## src/rtl/mig_seq_eval.sv

```systemverilog
// Sequential majority-inverter network evaluator: one shared MAJ3 unit walks a
// loadable node program, one node per cycle. Macro MIG_NODE_VEC_EN adds node_vec.
module mig_seq_eval #(
    parameter int MAX_NODES = 16,
    parameter int SIG_W     = 5,
    parameter int CNT_W     = 5
) (
    input  logic                   clk,
    input  logic                   rst,
    input  logic                   cfg_we,
    input  logic [CNT_W-1:0]       cfg_addr,
    input  logic [3*(SIG_W+1)-1:0] cfg_data,
    input  logic                   cfg_num_we,
    input  logic [CNT_W-1:0]       cfg_num,
    input  logic                   cfg_out_inv,
    output logic                   cfg_err,
    input  logic                   in_valid,
    output logic                   in_ready,
    input  logic [6:0]             in_x,
    output logic                   out_valid,
    input  logic                   out_ready,
    output logic                   out_val,
`ifdef MIG_NODE_VEC_EN
    output logic [MAX_NODES-1:0]   node_vec,
`endif
    output logic                   out_err
);
    localparam int OW = SIG_W + 1;
    localparam int AW = (MAX_NODES > 1) ? $clog2(MAX_NODES) : 1;

    localparam logic [1:0] IDLE = 2'd0;
    localparam logic [1:0] EVAL = 2'd1;
    localparam logic [1:0] DONE = 2'd2;

    logic [3*OW-1:0]      prog_r [MAX_NODES];
    logic [MAX_NODES-1:0] res_r;
    logic [1:0]           state_r;
    logic [CNT_W-1:0]     k_r;
    logic [CNT_W-1:0]     num_nodes_r;
    logic                 out_inv_r;
    logic [6:0]           x_r;
    logic                 in_ready_r;
    logic                 out_valid_r;
    logic                 out_val_r;
    logic                 out_err_r;
    logic                 cfg_err_r;

    logic [AW-1:0]        k_idx_s;
    logic [OW-1:0]        op_a_s, op_b_s, op_c_s;
    logic [1:0]           fa_s, fb_s, fc_s;
    logic                 node_val_s, node_err_s;
    logic                 in_idle_s, accept_s, prog_wr_s, num_wr_s, cfg_rej_s;
    logic [CNT_W-1:0]     num_next_s;
    logic                 inv_next_s;

    // Resolve one operand to {illegal, value}; only nodes already computed this pass are readable.
    function automatic logic [1:0] fetch_operand(
        input logic [OW-1:0]        opnd,
        input logic [6:0]           x,
        input logic [MAX_NODES-1:0] res,
        input logic [CNT_W-1:0]     k
    );
        logic [SIG_W-1:0] idx;
        logic             sig;
        logic             err;
        idx = opnd[SIG_W-1:0];
        sig = 1'b0;
        err = 1'b0;
        if (idx == {SIG_W{1'b0}}) begin
            sig = 1'b0;
        end else if (idx < SIG_W'(4'd8)) begin
            sig = x[idx[2:0] - 3'd1];
        end else if ({1'b0, idx} < (OW'(k) + OW'(4'd8))) begin
            sig = res[AW'(idx - SIG_W'(4'd8))];
        end else begin
            err = 1'b1;
        end
        return {err, sig ^ opnd[SIG_W]};
    endfunction

    function automatic logic maj3(input logic a, input logic b, input logic c);
        return (a & b) | (a & c) | (b & c);
    endfunction

    // Current-node evaluation and config-port decode.
    always_comb begin
        k_idx_s                    = k_r[AW-1:0];
        {op_c_s, op_b_s, op_a_s}   = prog_r[k_idx_s];
        fa_s                       = fetch_operand(op_a_s, x_r, res_r, k_r);
        fb_s                       = fetch_operand(op_b_s, x_r, res_r, k_r);
        fc_s                       = fetch_operand(op_c_s, x_r, res_r, k_r);
        node_val_s                 = maj3(fa_s[0], fb_s[0], fc_s[0]);
        node_err_s                 = fa_s[1] | fb_s[1] | fc_s[1];
        in_idle_s                  = (state_r == IDLE);
        accept_s                   = in_valid && in_ready_r;
        prog_wr_s                  = cfg_we && in_idle_s && (cfg_addr < CNT_W'(MAX_NODES));
        num_wr_s                   = cfg_num_we && in_idle_s;
        cfg_rej_s                  = (cfg_we && !prog_wr_s) ||
                                     (cfg_num_we && (!in_idle_s || (cfg_num > CNT_W'(MAX_NODES))));
        if (num_wr_s) begin
            num_next_s = (cfg_num > CNT_W'(MAX_NODES)) ? CNT_W'(MAX_NODES) : cfg_num;
            inv_next_s = cfg_out_inv;
        end else begin
            num_next_s = num_nodes_r;
            inv_next_s = out_inv_r;
        end
    end

    // Node program storage; deliberately survives reset.
    always_ff @(posedge clk) begin
        if (prog_wr_s) begin
            prog_r[cfg_addr[AW-1:0]] <= cfg_data;
        end
    end

    // Node result file, written as each node is evaluated.
    always_ff @(posedge clk) begin
        if (state_r == EVAL) begin
            res_r[k_idx_s] <= node_val_s;
        end
    end

    // Sequencer: IDLE -> EVAL (one node per cycle) -> DONE until the result is taken.
    always_ff @(posedge clk) begin
        if (rst) begin
            state_r     <= IDLE;
            k_r         <= {CNT_W{1'b0}};
            num_nodes_r <= {CNT_W{1'b0}};
            out_inv_r   <= 1'b0;
            x_r         <= 7'd0;
            in_ready_r  <= 1'b1;
            out_valid_r <= 1'b0;
            out_val_r   <= 1'b0;
            out_err_r   <= 1'b0;
            cfg_err_r   <= 1'b0;
        end else begin
            cfg_err_r   <= cfg_rej_s;
            num_nodes_r <= num_next_s;
            out_inv_r   <= inv_next_s;
            case (state_r)
                IDLE: begin
                    if (accept_s) begin
                        x_r        <= in_x;
                        k_r        <= {CNT_W{1'b0}};
                        out_err_r  <= 1'b0;
                        in_ready_r <= 1'b0;
                        if (num_next_s == {CNT_W{1'b0}}) begin
                            state_r     <= DONE;
                            out_valid_r <= 1'b1;
                            out_val_r   <= inv_next_s;
                        end else begin
                            state_r <= EVAL;
                        end
                    end
                end
                EVAL: begin
                    out_err_r <= out_err_r | node_err_s;
                    k_r       <= k_r + CNT_W'(1'b1);
                    if (k_r == (num_nodes_r - CNT_W'(1'b1))) begin
                        state_r     <= DONE;
                        out_valid_r <= 1'b1;
                        out_val_r   <= node_val_s ^ out_inv_r;
                    end
                end
                DONE: begin
                    if (out_ready) begin
                        state_r     <= IDLE;
                        out_valid_r <= 1'b0;
                        in_ready_r  <= 1'b1;
                    end
                end
                default: begin
                    state_r     <= IDLE;
                    out_valid_r <= 1'b0;
                    in_ready_r  <= 1'b1;
                end
            endcase
        end
    end

`ifdef MIG_NODE_VEC_EN
    logic [MAX_NODES-1:0] node_vec_r;

    // Per-node result snapshot; nodes beyond num_nodes stay cleared.
    always_ff @(posedge clk) begin
        if (rst) begin
            node_vec_r <= {MAX_NODES{1'b0}};
        end else if (in_idle_s && accept_s) begin
            node_vec_r <= {MAX_NODES{1'b0}};
        end else if (state_r == EVAL) begin
            node_vec_r[k_idx_s] <= node_val_s;
        end
    end

    assign node_vec = node_vec_r;
`endif

    assign cfg_err   = cfg_err_r;
    assign in_ready  = in_ready_r;
    assign out_valid = out_valid_r;
    assign out_val   = out_val_r;
    assign out_err   = out_err_r;
endmodule

```

## config.mk

```make
export PLATFORM = sky130hd
export DESIGN_NAME = mig_seq_eval
export DESIGN_NICKNAME = d
export VERILOG_FILES = /design/src/rtl/mig_seq_eval.sv
export SDC_FILE = /design/constraint.sdc
export NUM_CORES = 1
export LEC_CHECK = 0
export CAP_MARGIN = 0
export CORE_ASPECT_RATIO = 1.4
export CORE_MARGIN = 2
export CORE_UTILIZATION = 40
export DETAILED_ROUTE_END_ITERATION = 8
export SLEW_MARGIN = 20
export SYNTH_ARGS = -nofsm -noshare
export SYNTH_HDL_FRONTEND = slang
export SYNTH_SLANG_ARGS = --single-unit
export TNS_END_PERCENT = 30
```

## constraint.sdc

```tcl
create_clock -name clk -period 8.8 [get_ports clk]
set_input_delay 1.76 -clock clk [delete_from_list [all_inputs] [get_ports clk]]
set_output_delay 1.76 -clock clk [all_outputs]
set_load 0.05 [all_outputs]
```

==> metrics.csv, run 1 <==
stage,metric,value,unit
worst_setup_path,worstPathMaxFanout,48,
worst_setup_path,regToRegEndpoint,res_r[3]$_DFFE_PP_,
worst_setup_path,worstSetupPathType,flop to flop,
clocking,clk_pin_slew,0.06,ns
place,gp_congestion,0.900,
pwr,p_per_area,218,mW/mm2
clocking,cts-root-buf,clkbuf_16,
global_routing,grt_max_degree,49,
clocking,clk_latency,0.56,ns
worst_setup_path,crit_path_start_kind,flop,
synthesis,syn_inst,841,
final_layout,finish.net_count,974,
worst_setup_path,r2r_cells,15,
clocking,cts_tree,built,
timing,max_slew_margin,36.3,%
floorplan,start_util,40.4,%
timing,slew_viol_final,0,
global_routing,grt_overflow_total,0,
detailed_routing,wl,33600,um
final_layout,fin_util,46.0,%
flow_run,cap_violations,0,
detailed_routing,top_layer,met5,
worst_setup_path,critPathCaptureType,flop,
worst_setup_path,endpoint,res_r[3]$_DFFE_PP_,
timing,fmax,0.201,GHz
detailed_routing,dr.first_iter.drc_count,601,
timing,rsz0062_at_grt,no,
detailed_routing,m1WireLength,13000,um
global_routing,grt_pass1_wl,50200,um
detailed_routing,wl_met2,18200,um
pwr,p_leak,5.15,nW
place,dp_hpwl,21300,um
floorplan,core-area,0.0356,mm2
clocking,cts_max_level,1,
timing,period_minus_slack,4.98,ns
timing,clock_skew,0.0134,ns
synthesis,synth_edf_count,304,
synthesis,avgSynthCellArea,17.1,um2
clocking,cts_buffer_depth,3,
detailed_routing,first_pass_iters,5,
worst_hold_path,holdCritPathClass,flop to flop,
synthesis,ys_warn_count,0,
timing,tightestPinTransition,0.953,ns
run_status,outcome,finished clean,
place,port_buffers,46,
synthesis,ys_ff_latch,333,
floorplan,die_area,0.0375,mm2
timing,layout_worst_path_cycle_share,56.6,%
floorplan,fp-row-count,82,
worst_setup_path,cp.required,9.12,ns
global_routing,gr-usage-all-layers,18.1,%
timing,setup_violations,0,
synthesis,yosysUniqueCellTypes,74,
synthesis,yosysSeqAreaShare,67.5,%
synthesis,syn_nets,907,
floorplan,die_y,228,um
detailed_routing,wl_met3,1430,um
synthesis,async_flop_share,0,%
clocking,cts_buffers,31,
clocking,cts_sinks,333,
worst_setup_path,critPathArrivalTime,5.30,ns
pwr,peakVddDrop,0.000147,V
global_routing,grt_pass1_vias,8046,
global_routing,antenna_found_initial,1,
synthesis,netlist_area,0.0144,mm2
worst_setup_path,rrSetupSlack,3.82,ns
final_layout,seq_area,0.00972,mm2
clocking,ctsResizeCount,0,
detailed_routing,ant_nets,0,
detailed_routing,viasPerCell,5.61,
final_layout,nFillCells,3007,
clocking,cts_hold_buffers,0,
detailed_routing,vias,7817,
synthesis,ys.flop_type,edfxtp_1,
floorplan,io-pin-count,47,
timing,fin_setup_tns,0,ns
timing,hold_viol_final,0,
detailed_routing,post_drt_wl_per_cell,24.1,um
final_layout,drive_above_1_share,21.1,%
final_layout,synthToLayoutAreaGrowth,13.7,%
final_layout,multiInputGateArea,0.00438,mm2
timing,holdWs,0.459,ns
clocking,post_cts_buffers,0,
detailed_routing,drcViolationCount,0,
floorplan,die_w,164,um
## registers in the layout, summed over array words and instances (netlist names), named ones only
register     flops
state_r          2
out_valid        1
x_r              7
out_err          1
num_nodes_r      5
in_ready         1
cfg_err          1
k_r              5
out_val          1
out_inv_r        1
res_r           16
prog_r         288
## Yosys cell counts (3+ instances only)
cell type / instances / area share, %
nand2_1: 60 / 1.6
a22o_1: 6 / 0.37
buf_6: 6 / 0.47
a31oi_1: 6 / 0.26
a211oi_1: 6 / 0.31
buf_4: 7 / 0.37
nand3_1: 14 / 0.49
nor2b_1: 10 / 0.43
a22oi_2: 5 / 0.43
nand2b_1: 15 / 0.65
a21oi_1: 29 / 1.0
inv_2: 5 / 0.13
xnor2_1: 5 / 0.30
edfxtp_1: 304 / 63
ha_1: 24 / 2.1
mux4_2: 76 / 12
buf_2: 6 / 0.21
xor2_1: 6 / 0.37
and2_1: 3 / 0.13
nand4_1: 6 / 0.26
dfxtp_1: 29 / 4.0
nor3b_1: 5 / 0.26
mux4_1: 3 / 0.55
o21ai_0: 11 / 0.38
a22oi_1: 4 / 0.21
o211ai_1: 4 / 0.21
nor3_1: 15 / 0.52
o2111ai_1: 3 / 0.18
buf_8: 3 / 0.31
inv_1: 16 / 0.42
a221oi_1: 3 / 0.18
nor2_1: 51 / 1.3
mux2i_1: 25 / 1.7
mux2_2: 5 / 0.39
o22ai_1: 4 / 0.17
mux2_1: 3 / 0.23
clkbuf_1: 8 / 0.21
## power by group
group	internal (mW)	total [mW]	switching, mW
clock network	0.738	1.30	0.565
registers	1.77	1.82	0.0436
logic	0.192	0.449	0.256
## kinds of logic (layout without fill, tap and decap cells)
kind of cell / Yosys count / count (layout) / synth area share [%]
buffers and inverters: 55 / 145 / 2.46
muxes: 115 / 115 / 15.2
DFF: 333 / 333 / 67.5
AOI/OAI and AO/OA: 111 / 111 / 5.76
and+or+nand+nor: 191 / 191 / 6.25
other: 0 / 1 / 0
adders and majority gates: 25 / 25 / 2.16
xor gates and xnor gates: 11 / 11 / 0.669
## critical path: stages (launching register included)
cell	delay, ns
dfxtp_4	0.48
buf_4	0.67
mux4_2	0.59
mux2i_1	0.14
mux2i_1	0.23
ha_1	0.39
a21oi_1	0.07
o21ai_0	0.24
nor2_1	0.06
a2111oi_1	0.64
a31oi_1	0.10
o2111ai_1	0.13
nand4_1	0.13
xnor2_1	0.16
maj3_2	0.34
inv_1	0.33
## layout make-up
class                   count  area share, %
inverters                  22          0.520
flip-flops and latches    333           59.4
diodes                      1         0.0153
repair buffers             67           3.78
multi-input cells         453           26.7
clock inverters            18           1.12
well taps                 462           3.53
clock buffers              38           4.90
## metrics by stage
step,cells,setup WS (ns),cell area (um2),total power [mW]
floorplan,841,4.67,14400,2.17
global placement,1337,3.91,15400,2.30
detailed placement,1337,3.80,15400,2.30
CTS,1393,3.78,16400,3.60
finish,1394,3.82,16400,3.57
global route,1393,3.47,16400,3.70
## cells in the final DEF, fill, tap and decap left out, types with 7 or more instances in the layout
master | netlist | layout
nor3_1 | 15 | 11
clkbuf_16 | 0 | 31
nor2_2 | 0 | 12
clkdlybuf4s50_1 | 0 | 46
edfxtp_1 | 304 | 304
ha_1 | 24 | 24
dfxtp_1 | 29 | 25
inv_1 | 16 | 16
clkbuf_1 | 8 | 7
o21ai_0 | 11 | 11
nor2b_1 | 10 | 10
nand3_1 | 14 | 14
buf_4 | 7 | 21
nand2b_1 | 15 | 15
mux4_2 | 76 | 76
nor2_1 | 51 | 39
mux2i_1 | 25 | 25
nand2_1 | 60 | 60
a21oi_1 | 29 | 29
## worst min path at each step
stage | startpoint | to | slack, ns | depth (start not counted)
after CTS | out_err$_SDFFE_PP0P_ | out_err$_SDFFE_PP0P_ | 0.46 | 2
after floorplan | num_nodes_r[4]$_SDFF_PP0_ | num_nodes_r[4]$_SDFF_PP0_ | 0.46 | 2
after global routing | out_err$_SDFFE_PP0P_ | out_err$_SDFFE_PP0P_ | 0.48 | 2
after detailed placement | out_err$_SDFFE_PP0P_ | out_err$_SDFFE_PP0P_ | 0.46 | 2
final | out_err$_SDFFE_PP0P_ | out_err$_SDFFE_PP0P_ | 0.46 | 2
after global placement | out_err$_SDFFE_PP0P_ | out_err$_SDFFE_PP0P_ | 0.45 | 2
## routing by layer
metal  vias to the layer above  GRT usage [%]
met5                         -              0
met1                      4061           21.8
li1                       3492              -
met3                        51           2.78
met4                         2           5.73
met2                       211           32.9
(Power assumes the default switching activity.)
==> run 2, diff against run 1 <==
Clock period 8.8 ns to 4.3 ns, I/O delays scaled along.
==> run 2 against run 1 <==
Against the previous run:
- final cell count rose by 2.9%
- critical path depth fell by 1
- clock power rose by 93%
- worst setup slack got worse by 3.6 ns
- global-route usage rose by 0.24 points
- via count rose by 1.6%
- utilization rose by 1.0 points
- non-clock buffer count rose by 38
- sequential share of layout area fell by 1.3 points
- combinational power rose by 140%
- largest power group unchanged
==> metrics.csv, run 2 (synthesized netlist as in run 1, its figures left out) <==
stage,metric,value,unit,change
global_routing,grt_pass1_vias,8131,,was 8046
floorplan,start_util,40.4,%,unchanged
run_status,outcome,finished clean,,unchanged
pwr,peakVddDrop,0.000307,V,was 0.000147 V
place,gp_congestion,0.964,,was 0.900
place,port_buffers,46,,unchanged
detailed_routing,wl,34500,um,was 33600 um
flow_run,cap_violations,0,,unchanged
clocking,cts_buffer_depth,3,,unchanged
pwr,p_leak,5.36,nW,was 5.15 nW
detailed_routing,viasPerCell,5.54,,was 5.61
final_layout,finish.net_count,1013,,was 974
worst_setup_path,worstPathMaxFanout,11,,was 48
timing,slew_viol_final,0,,unchanged
clocking,cts_sinks,333,,unchanged
floorplan,die_w,164,um,unchanged
global_routing,grt_overflow_total,0,,unchanged
pwr,p_per_area,433,mW/mm2,was 218 mW/mm2
global_routing,grt_pass1_wl,50800,um,was 50200 um
detailed_routing,post_drt_wl_per_cell,24.1,um,about the same
final_layout,diodes,0,,was 1
detailed_routing,dr.first_iter.drc_count,711,,was 601
worst_setup_path,critPathCaptureType,flop,,unchanged
worst_hold_path,min-delay-start,out_err$_SDFFE_PP0P_,,unchanged
floorplan,core-area,0.0356,mm2,unchanged
clocking,cts_hold_buffers,0,,unchanged
detailed_routing,m1WireLength,13500,um,was 13000 um
detailed_routing,wl_met3,1300,um,was 1430 um
floorplan,die_y,228,um,unchanged
timing,max_slew_margin,36.9,%,was 36.3%
detailed_routing,wl_met2,18600,um,was 18200 um
final_layout,nFillCells,3016,,was 3007
detailed_routing,first_pass_iters,5,,unchanged
timing,layout_worst_path_cycle_share,95.6,%,was 56.6%
timing,clock_skew,0.0374,ns,was 0.0134 ns
worst_setup_path,worstSetupPathType,flop to flop,,unchanged
clocking,cts_max_level,1,,unchanged
worst_hold_path,holdCritPathClass,flop to flop,,unchanged
timing,period_minus_slack,4.11,ns,was 4.98 ns
timing,fmax,0.243,GHz,was 0.201 GHz
final_layout,final_area,0.0167,mm2,was 0.0164 mm2
worst_setup_path,critPathArrivalTime,4.59,ns,was 5.30 ns
timing,rsz0062_at_grt,no,,unchanged
place,dp_hpwl,22300,um,was 21300 um
floorplan,io-pin-count,47,,unchanged
global_routing,gr-usage-all-layers,18.4,%,was 18.1%
timing,setup_violations,0,,unchanged
final_layout,layout_commonest_cell,edfxtp_1,,unchanged
clocking,clk_latency,0.59,ns,was 0.56 ns
global_routing,antenna_found_initial,0,,was 1
detailed_routing,top_layer,met4,,was met5
clocking,cts_tree,built,,unchanged
clocking,cts_buffers,31,,unchanged
final_layout,synthToLayoutAreaGrowth,16.3,%,was 13.7%
detailed_routing,drcViolationCount,0,,unchanged
clocking,clk_pin_slew,0.07,ns,was 0.06 ns
final_layout,seq_area,0.00972,mm2,unchanged
worst_setup_path,cp.required,4.78,ns,was 9.12 ns
final_layout,final_cell_mix,"edfxtp_1, mux4_2, nand2_1, buf_4, clkdlybuf4s50_1",,"was edfxtp_1, mux4_2, nand2_1, clkdlybuf4s50_1, nor2_1"
timing,fin_setup_tns,0,ns,unchanged
clocking,cts-root-buf,clkbuf_16,,unchanged
floorplan,fp-row-count,82,,unchanged
detailed_routing,vias,7945,,was 7817
global_routing,grt_max_degree,36,,was 49
detailed_routing,ant_nets,0,,unchanged
timing,tightestPinTransition,0.944,ns,was 0.953 ns
final_layout,largest_reg_flops,288,,unchanged
floorplan,die_area,0.0375,mm2,unchanged
worst_setup_path,crit_path_start_kind,flop,,unchanged
final_layout,drive_above_1_share,24.4,%,was 21.1%
final_layout,multiInputGateArea,0.00439,mm2,was 0.00438 mm2
timing,hold_viol_final,0,,unchanged
place,place_area,0.0156,mm2,was 0.0154 mm2
run 2: cell count changes in the layout (fill, tap and decap cells not counted), sizes merged:
cell	change
clkbuf	+1
bufinv	-3
inv	-1
clkinv	+7
buf	+37
diode	-1
run 2: worst paths after layout:
kind                                        endpoint  slack [ns]  depth (start not counted)
worst max-delay path            out_val$_SDFFE_PP0P_        0.19                         14
worst min-delay path            out_err$_SDFFE_PP0P_        0.46                          2
worst max register to register  out_val$_SDFFE_PP0P_        0.19                         14
worst min register to register  out_err$_SDFFE_PP0P_        0.46                          2
run 2: where the power goes:
part	total (mW)	leakage (nW)	internal (mW)	switching, mW
Clock	2.51	0.453	1.33	1.18
Sequential	3.68	2.98	3.63	0.0563
Combinational	1.06	1.93	0.469	0.590
run 2: metal layers:
metal  up-vias  global-route usage, %
met2       197                   33.5
li1       3577                      -
met1      4116                   22.2
met3        55                   2.12
met5         -                      0
met4         0                   6.52
run 2: cell type report:
class,instances,area share [%]
Timing Repair Buffer,105,6.19
Inverter,22,0.531
Clock buffer,38,4.79
Sequential cell,333,58.1
Clock inverter,20,0.680
Multi-Input combinational cell,453,26.3
Timing Repair inverter,1,0.0448
Tap cell,462,3.45
run 2: stage by stage:
stage	cells	utilization [%]	setup slack [ns]	total power, mW	hold slack, ns
after floorplan	841	-	0.417	4.45	0.456
after global placement	1360	43.9	0.225	4.73	0.449
after detailed placement	1360	43.9	0.100	4.75	0.447
after CTS	1418	46.4	0.0616	7.25	0.464
after global routing	1434	47.0	0.00492	7.53	0.484
final	1434	47.0	0.188	7.25	0.461
run 2: timing repair:
action	CTS	global route
setup buffers	0	14
setup endpoints to repair	0	17
gates resized for setup	0	8
run 2: worst max-delay path, cell delays in order, from the launching register on:
cell	delay [ns]
dfxtp_4	0.46
buf_4	0.15
mux4_2	0.53
o22ai_1	0.27
a21o_4	0.13
ha_1	0.26
or3b_2	0.47
o211ai_1	0.12
a221oi_1	0.13
buf_4	0.15
o32ai_2	0.38
xnor2_1	0.13
maj3_2	0.39
xor2_1	0.18
a221oi_2	0.24
==> run 3, diff against run 2 <==
Settings changed: CORE_MARGIN 2 to 5.
==> run 3 against run 2 <==
Against the previous run:
- utilization grew 0.13 points
- clock skew fell by 0.017 ns
- wire length is 3.1% lower
- critical path type unchanged
- global-route usage fell by 1.4 points
- clock power grew 15%
- maximum frequency is 2.0% higher
- count of clock-buffer cells in the layout grew 9
==> metrics.csv, run 3 (synthesized netlist as in run 1, its figures left out) <==
stage,metric,value,unit,change
worst_setup_path,critPathArrivalTime,4.21,ns,was 4.59 ns
detailed_routing,post_drt_wl_per_cell,23.4,um,was 24.1 um
detailed_routing,wl,33400,um,was 34500 um
worst_setup_path,worstPathMaxFanout,16,,was 11
clocking,cts_buffer_depth,3,,unchanged
timing,fin_setup_tns,0,ns,unchanged
floorplan,die_y,234,um,was 228 um
final_layout,nFillCells,3043,,was 3016
clocking,clk_pin_slew,0.07,ns,about the same
timing,period_minus_slack,4.03,ns,was 4.11 ns
timing,rsz0062_at_grt,no,,unchanged
pwr,p_per_area,451,mW/mm2,was 433 mW/mm2
global_routing,grt_max_degree,38,,was 36
global_routing,grt_overflow_total,0,,unchanged
floorplan,die_w,170,um,was 164 um
global_routing,antenna_found_initial,1,,was 0
final_layout,seq_area,0.00972,mm2,unchanged
clocking,cts_buffers,34,,was 31
final_layout,largest_reg_flops,288,,unchanged
place,place_area,0.0157,mm2,was 0.0156 mm2
final_layout,fin_util,47.2,%,was 47.0%
clocking,cts_tree,built,,unchanged
place,dp_hpwl,22000,um,was 22300 um
timing,holdWs,0.463,ns,was 0.461 ns
detailed_routing,first_pass_iters,5,,unchanged
final_layout,multiInputGateArea,0.00443,mm2,was 0.00439 mm2
floorplan,start_util,40.3,%,was 40.4%
detailed_routing,vias,7923,,was 7945
clocking,cts_max_level,2,,was 1
place,gp_congestion,0.880,,was 0.964
timing,fmax,0.248,GHz,was 0.243 GHz
final_layout,finish.net_count,1008,,was 1013
run_status,outcome,finished clean,,unchanged
flow_run,cap_violations,0,,unchanged
timing,layout_worst_path_cycle_share,93.7,%,was 95.6%
floorplan,fp-row-count,82,,unchanged
timing,setup_violations,0,,unchanged
worst_setup_path,crit_path_start_kind,flop,,unchanged
pwr,p_leak,5.39,nW,was 5.36 nW
timing,clock_skew,0.0204,ns,was 0.0374 ns
floorplan,io-pin-count,47,,unchanged
timing,worst_slack,0.269,ns,was 0.188 ns
worst_setup_path,worstSetupPathType,flop to flop,,unchanged
place,port_buffers,46,,unchanged
worst_setup_path,critPathCaptureType,flop,,unchanged
timing,hold_viol_final,0,,unchanged
worst_setup_path,cp.required,4.48,ns,was 4.78 ns
worst_hold_path,holdCritPathClass,flop to flop,,unchanged
global_routing,grt_pass1_vias,8104,,was 8131
detailed_routing,ant_nets,0,,unchanged
clocking,cts_sinks,333,,unchanged
timing,max_slew_margin,38.7,%,was 36.9%
global_routing,gr-usage-all-layers,16.9,%,was 18.4%
final_layout,synthToLayoutAreaGrowth,17.0,%,was 16.3%
clocking,cts_hold_buffers,0,,unchanged
detailed_routing,viasPerCell,5.54,,about the same
clocking,clk_latency,0.52,ns,was 0.59 ns
final_layout,layout_commonest_cell,edfxtp_1,,unchanged
detailed_routing,drcViolationCount,0,,unchanged
clocking,cts-root-buf,clkbuf_16,,unchanged
final_layout,final_cell_mix,"edfxtp_1, mux4_2, nand2_1, clkdlybuf4s50_1, buf_4",,"was edfxtp_1, mux4_2, nand2_1, buf_4, clkdlybuf4s50_1"
pwr,peakVddDrop,0.000257,V,was 0.000307 V
final_layout,drive_above_1_share,24.2,%,was 24.4%
timing,slew_viol_final,0,,unchanged
timing,tightestPinTransition,0.917,ns,was 0.944 ns
global_routing,grt_pass1_wl,50200,um,was 50800 um
place,post-place-ws,0.00190,ns,was 0.100 ns
final_layout,diodes,0,,unchanged
final_layout,final_area,0.0168,mm2,was 0.0167 mm2
detailed_routing,dr.first_iter.drc_count,602,,was 711
floorplan,die_area,0.0399,mm2,was 0.0375 mm2
floorplan,core-area,0.0357,mm2,was 0.0356 mm2
## run 3: metal layers
metal	vias to the layer above	share of wire, %	global-route usage, %
met1	4073	39	20.7
met4	2	3.1	6.02
met2	216	53	30.3
li1	3572	-	-
met5	-	0.039	0
met3	60	4.4	2.60
## run 3: layout make-up
| cell class | instances | share of cell area (%) |
|---|---|---|
| well taps | 462 | 3.43 |
| flip-flops and latches | 333 | 57.7 |
| repair buffers | 98 | 5.54 |
| multi-input cells | 453 | 26.3 |
| clock buffers | 47 | 5.78 |
| clock inverters | 14 | 0.699 |
| inverters | 22 | 0.528 |
## run 3: per-stage QoR
| step | instances | total power, mW |
|---|---|---|
| after global routing | 1429 | 7.88 |
| after global placement | 1365 | 4.73 |
| after floorplan | 841 | 4.45 |
| final | 1429 | 7.59 |
| after CTS | 1426 | 7.64 |
| after detailed placement | 1365 | 4.75 |
## run 3: what timing repair did
action                                  in CTS  in global routing
endpoints found under the setup margin      16                 17
gates resized for setup                      1                  8
buffers inserted                             0                  3
pin swaps                                    0                  1
## run 3: power breakdown
part	switching [mW]	leakage, nW	internal, mW
Clock	1.18	0.537	1.71
Combinational	0.558	1.88	0.445
Sequential	0.0666	2.98	3.63
## run 3: worst paths after layout
kind,start,endpoint,slack [ns],cells past startpoint
min,out_err$_SDFFE_PP0P_,out_err$_SDFFE_PP0P_,0.46,2
max reg2reg,flop,res_r[6]$_DFFE_PP_,0.27,12
max,flop,res_r[6]$_DFFE_PP_,0.27,12
min reg2reg,out_err$_SDFFE_PP0P_,out_err$_SDFFE_PP0P_,0.46,2
## run 3: worst max-delay path: stages (launching register included)
cell        delay [ns]
dfxtp_2           0.59
buf_4             0.19
mux4_2            0.48
a22o_2            0.24
nor2_4            0.12
ha_1              0.28
or3b_2            0.48
o211ai_1          0.12
a221oi_1          0.13
o32ai_2           0.36
xnor2_1           0.17
maj3_2            0.28
clkinvlp_4        0.24
